### config.mk
export PLATFORM = sky130hd
export DESIGN_NAME = seq_gen
export DESIGN_NICKNAME = d
export VERILOG_FILES = /design/src/rtl/seq_gen.sv
export SDC_FILE = /design/constraint.sdc
export NUM_CORES = 1
export LEC_CHECK = 0
export ABC_AREA = 1
export BUFFER_PORTS_ARGS = -buffer_cell sky130_fd_sc_hd__buf_2
export CAP_MARGIN = 0
export CORE_MARGIN = 1.5
export CORE_UTILIZATION = 40
export DETAILED_ROUTE_END_ITERATION = 8
export PLACE_DENSITY = 0.67
export SLEW_MARGIN = 15
export SYNTH_ARGS = -nofsm -noshare
export SYNTH_HDL_FRONTEND = slang
export SYNTH_SLANG_ARGS = --single-unit
### constraint.sdc
create_clock -name clk -period 2.4 [get_ports clk]
set_clock_uncertainty 0.15 [all_clocks]
set_input_delay 0.24 -clock clk [delete_from_list [all_inputs] [get_ports clk]]
set_output_delay 0.24 -clock clk [all_outputs]
set_load 0.03 [all_outputs]
### src/rtl/seq_gen.sv
// Serial pattern transmitter: parallel words in, MSB-first bit stream out, optional idle gap per word.
// Latency: 2 cycles from acceptance (while idle) to first bit; back-to-back words stream with no bubble.
// Backpressure: load_ready is low while the one-word holding buffer is full; offered data is held by the source.
`timescale 1ns/1ps
module seq_gen #(
    parameter int WIDTH = 32,
    parameter int GAP   = 0
) (
    input  logic             clk,
    input  logic             rst,
    input  logic [WIDTH-1:0] load_data,
    input  logic             load_valid,
    output logic             load_ready,
    output logic             dout,
    output logic             dout_valid,
    output logic             word_done,
    output logic             busy
);

    localparam int              CW       = (WIDTH > 1) ? $clog2(WIDTH) : 1;
    localparam logic [CW-1:0]   LAST_BIT = CW'(WIDTH - 1);
    localparam logic [7:0]      GAP_LD   = 8'(GAP);
    localparam bit              HAS_GAP  = (GAP > 0);

    typedef enum logic [1:0] {
        S_IDLE,
        S_SHIFT,
        S_GAP
    } state_t;

    state_t           state;
    logic [WIDTH-1:0] hold;
    logic             hold_full;
    logic [WIDTH-1:0] shreg;
    logic [CW-1:0]    bitcnt;
    logic [7:0]       gapcnt;

    // Loads only land when hold is empty and transfers only fire when it is full,
    // so the two never touch hold_full on the same edge.
    always_ff @(posedge clk or posedge rst) begin
        if (rst) begin
            state      <= S_IDLE;
            hold       <= '0;
            hold_full  <= 1'b0;
            shreg      <= '0;
            bitcnt     <= '0;
            gapcnt     <= '0;
            dout       <= 1'b0;
            dout_valid <= 1'b0;
            word_done  <= 1'b0;
        end else begin
            dout       <= 1'b0;
            dout_valid <= 1'b0;
            word_done  <= 1'b0;

            if (load_valid && !hold_full) begin
                hold      <= load_data;
                hold_full <= 1'b1;
            end

            case (state)
                S_IDLE: begin
                    if (hold_full) begin
                        shreg     <= hold;
                        hold_full <= 1'b0;
                        bitcnt    <= '0;
                        state     <= S_SHIFT;
                    end
                end

                S_SHIFT: begin
                    dout       <= shreg[WIDTH-1];
                    dout_valid <= 1'b1;
                    word_done  <= (bitcnt == LAST_BIT);
                    shreg      <= shreg << 1;
                    bitcnt     <= bitcnt + CW'(1);
                    if (bitcnt == LAST_BIT) begin
                        if (HAS_GAP) begin
                            gapcnt <= GAP_LD;
                            state  <= S_GAP;
                        end else if (hold_full) begin
                            shreg     <= hold;
                            hold_full <= 1'b0;
                            bitcnt    <= '0;
                        end else begin
                            state <= S_IDLE;
                        end
                    end
                end

                S_GAP: begin
                    gapcnt <= gapcnt - 8'd1;
                    if (gapcnt == 8'd1) begin
                        if (hold_full) begin
                            shreg     <= hold;
                            hold_full <= 1'b0;
                            bitcnt    <= '0;
                            state     <= S_SHIFT;
                        end else begin
                            state <= S_IDLE;
                        end
                    end
                end

                default: state <= S_IDLE;
            endcase
        end
    end

    assign load_ready = !hold_full;
    assign busy       = (state != S_IDLE) || hold_full;

endmodule
==> impl_metrics.ini <==
[run_status]
outcome = finished clean

[power]
p_int_mw = 2.68
ir_drop_v = 0.000390
clkPwrFrac = 0.231
p_leak_nw = 2.06
p_sw_mw = 1.37
switching_share = 0.338
seqPwrFrac = 0.522
p_comb_frac = 0.247
power.density_nw_per_um2 = 1010

[setup_path]
cp.required_ps = 2010
crit_type = flip-flop to output pin
cp_cell_sequence = inv_2 -> buf_4 -> buf_2
crit_arrival_ps = 1760
cp-start-kind = flip-flop
reg2reg_depth = 9
end_kind = output pin
crit_fanout = 20
cpPeakStageDelay_ps = 540
crit_slowest_cell = dfrtp_1

[logic_synthesis]
yosysTopAreaCell = dfrtp_1
synth-seq-cells = 74
syn_inst = 360
seq_area_frac_synth = 0.569
synth.distinct_cells = 21
yosys.area.top_type_share = 0.569
async_flop_share = 1.00
synth_area_leaders = dfrtp_1, nand2_1, nand3_1
syn-num-nets = 398
synthFlopType = dfrtp_1
yosysMostFrequentCell = nand2_1
synthTopCellsByCount = nand2_1, nand3_1, dfrtp_1
syn-cell-area_um2 = 3260
ys_warn_count = 0
syn_avg_cell_area_um2 = 9.04
synth_edf_count = 0

[sta]
finalSetupViolations = 0
fin_tns_setup_ps = 0
finalMaxSlewViolations = 0
slew_headroom = 0.495
rsz0062_at_grt = false
fin_crit_sh = 0.898
final.min_clock_period_ps = 2150
fmax_mhz = 464
hold_viol_final = 0
tightest_slew_ps = 757

[floorplanning]
die_area_um2 = 8690
start_util = 0.417
rows = 32
io_pins = 40
die-height_um = 93.2
core_um2 = 7810
fp.dieW_um = 93.2

[routing]
first_pass_iters = 4
vias_per_cell = 4.94
ant_nets = 0
initialDrtViolationCount = 149
via_count = 2639
routedWlPerCell_um = 12.6
wl_um = 6750
drc_errors = 0

[clock_network]
cts_sinks = 74
htree_num_levels = 3
cts_root_buffer = clkbuf_8
post_cts_buffers = 0
cts_tree = built
insertion_delay_ps = 350
cts_buffer_depth = 2
cts_buffers = 9
cts_resized = 0
clk_pin_slew_ps = 70

[global_route]
antenna_found_initial = 0
grt_pass1_vias = 2544
grt_max_degree = 40
gr-total-overflow = 0
grt_use_total = 0.179
grt_pass1_wl_um = 11900

[final_layout]
areaGrowthSynthToFinish_pct = 23.1
postLayoutCoreUtil = 0.513
fillers = 758
n_antenna_cell = 0
nNetsFinal = 466
fin_cells = 534
drive_gt1_frac = 0.199

[placed_design]
gp_congestion = 0.774
port_buffers = 39
dpl.cell_count = 486
dp_hpwl_um = 4190

[job]
drv_cap = 0

[hold_path]
min_path_type = input port to flip-flop
hold_path_depth = 4
[flip-flops by register name (all words and copies together) (netlist names)]
register,count
bitcnt,5
dout,1
dout_valid,1
hold,32
hold_full,1
shreg,32
state,1
word_done,1
[stage by stage]
step           power [mW]  cell area, um2  hold slack (ps)  setup WS [ps]
6_report             4.04            4010              158            246
3_3_place_gp         3.06            3490              269            505
5_1_grt              4.36            4010              217            121
2_1_floorplan        2.84            3260              235            128
3_5_place_dp         3.11            3490              272            437
4_1_cts              4.08            4010              161            222
[logic make-up after synthesis]
family                     Yosys count  share of synthesized area
DFF                                 74                      0.569
buffers and inverters               31                     0.0588
adders and majority gates            3                     0.0115
AOI/OAI and AO/OA                    5                    0.00769
xor gates and xnor gates             1                    0.00269
and+or+nand+nor                    246                      0.351
[path summary, 6_finish.rpt]
check / startpoint / to / slack (ps)
max in group asynchronous: rst / bitcnt[2] / 1010
min in group asynchronous: rst / hold[17] / 430
hold / removal: load_valid / hold[26] / 160
setup / recovery: hold_full / load_ready / 250
setup reg to reg: bitcnt[0] / shreg[21] / 410
hold reg to reg: hold[9] / hold[9] / 320
[layout make-up]
cell class / instances / area, um2 / share of cell area
Sequential cell: 74 / 1850 / 0.462
Multi-Input combinational cell: 255 / 1210 / 0.303
Timing Repair Buffer: 79 / 591 / 0.147
Clock buffer: 12 / 145 / 0.0362
Tap cell: 102 / 128 / 0.0319
Clock inverter: 3 / 40.0 / 0.00999
Inverter: 9 / 38.8 / 0.00968
[per-layer routing]
metal,global-route usage,share of wire,vias to the layer above
met4,0.0909,0.022,0
met5,0,0,-
met1,0.237,0.47,1267
met3,0.0447,0.049,12
met2,0.272,0.46,57
li1,-,-,1303
[critical path: cells and delay by family, from the launching register on]
family                 cells  cell delay [ps]
buffers and inverters      3              870
flip-flops                 1              540
[repair_timing]
| action | 4_1_cts | 5_1_grt |
|---|---|---|
| setup endpoints to repair | 0 | 0 |
| hold buffers | 33 | 0 |
| hold endpoints to repair | 67 | 0 |
[power groups by stage]
stage | clock network [mW] | logic, mW | registers [mW]
6_report | 0.934 | 1.00 | 2.11
5_1_grt | 0.999 | 1.18 | 2.18
4_1_cts | 0.948 | 1.02 | 2.11
3_5_place_dp | 0 | 0.981 | 2.13
3_3_place_gp | 0 | 0.938 | 2.12
2_1_floorplan | 0 | 0.806 | 2.03
[layout by cell type (no fill, tap or decap)]
| cell | count |
|---|---|
| buf_12 | 1 |
| buf_2 | 39 |
| buf_4 | 6 |
| bufinv_16 | 1 |
| clkbuf_1 | 2 |
| clkbuf_8 | 10 |
| clkinv_2 | 2 |
| dfrtp_1 | 74 |
| dlygate4sd3_1 | 33 |
| ha_1 | 3 |
| inv_1 | 5 |
| inv_2 | 3 |
| inv_6 | 1 |
| nand2_1 | 135 |
| nand2_2 | 10 |
| nand2_4 | 1 |
| nand3_1 | 85 |
| nand3_2 | 11 |
| nand4_1 | 1 |
| nor2_1 | 2 |
| nor2_4 | 1 |
| o21ai_0 | 4 |
| o21ai_1 | 1 |
| xnor2_1 | 1 |
Note: power is estimated with default switching activity, not from simulation.
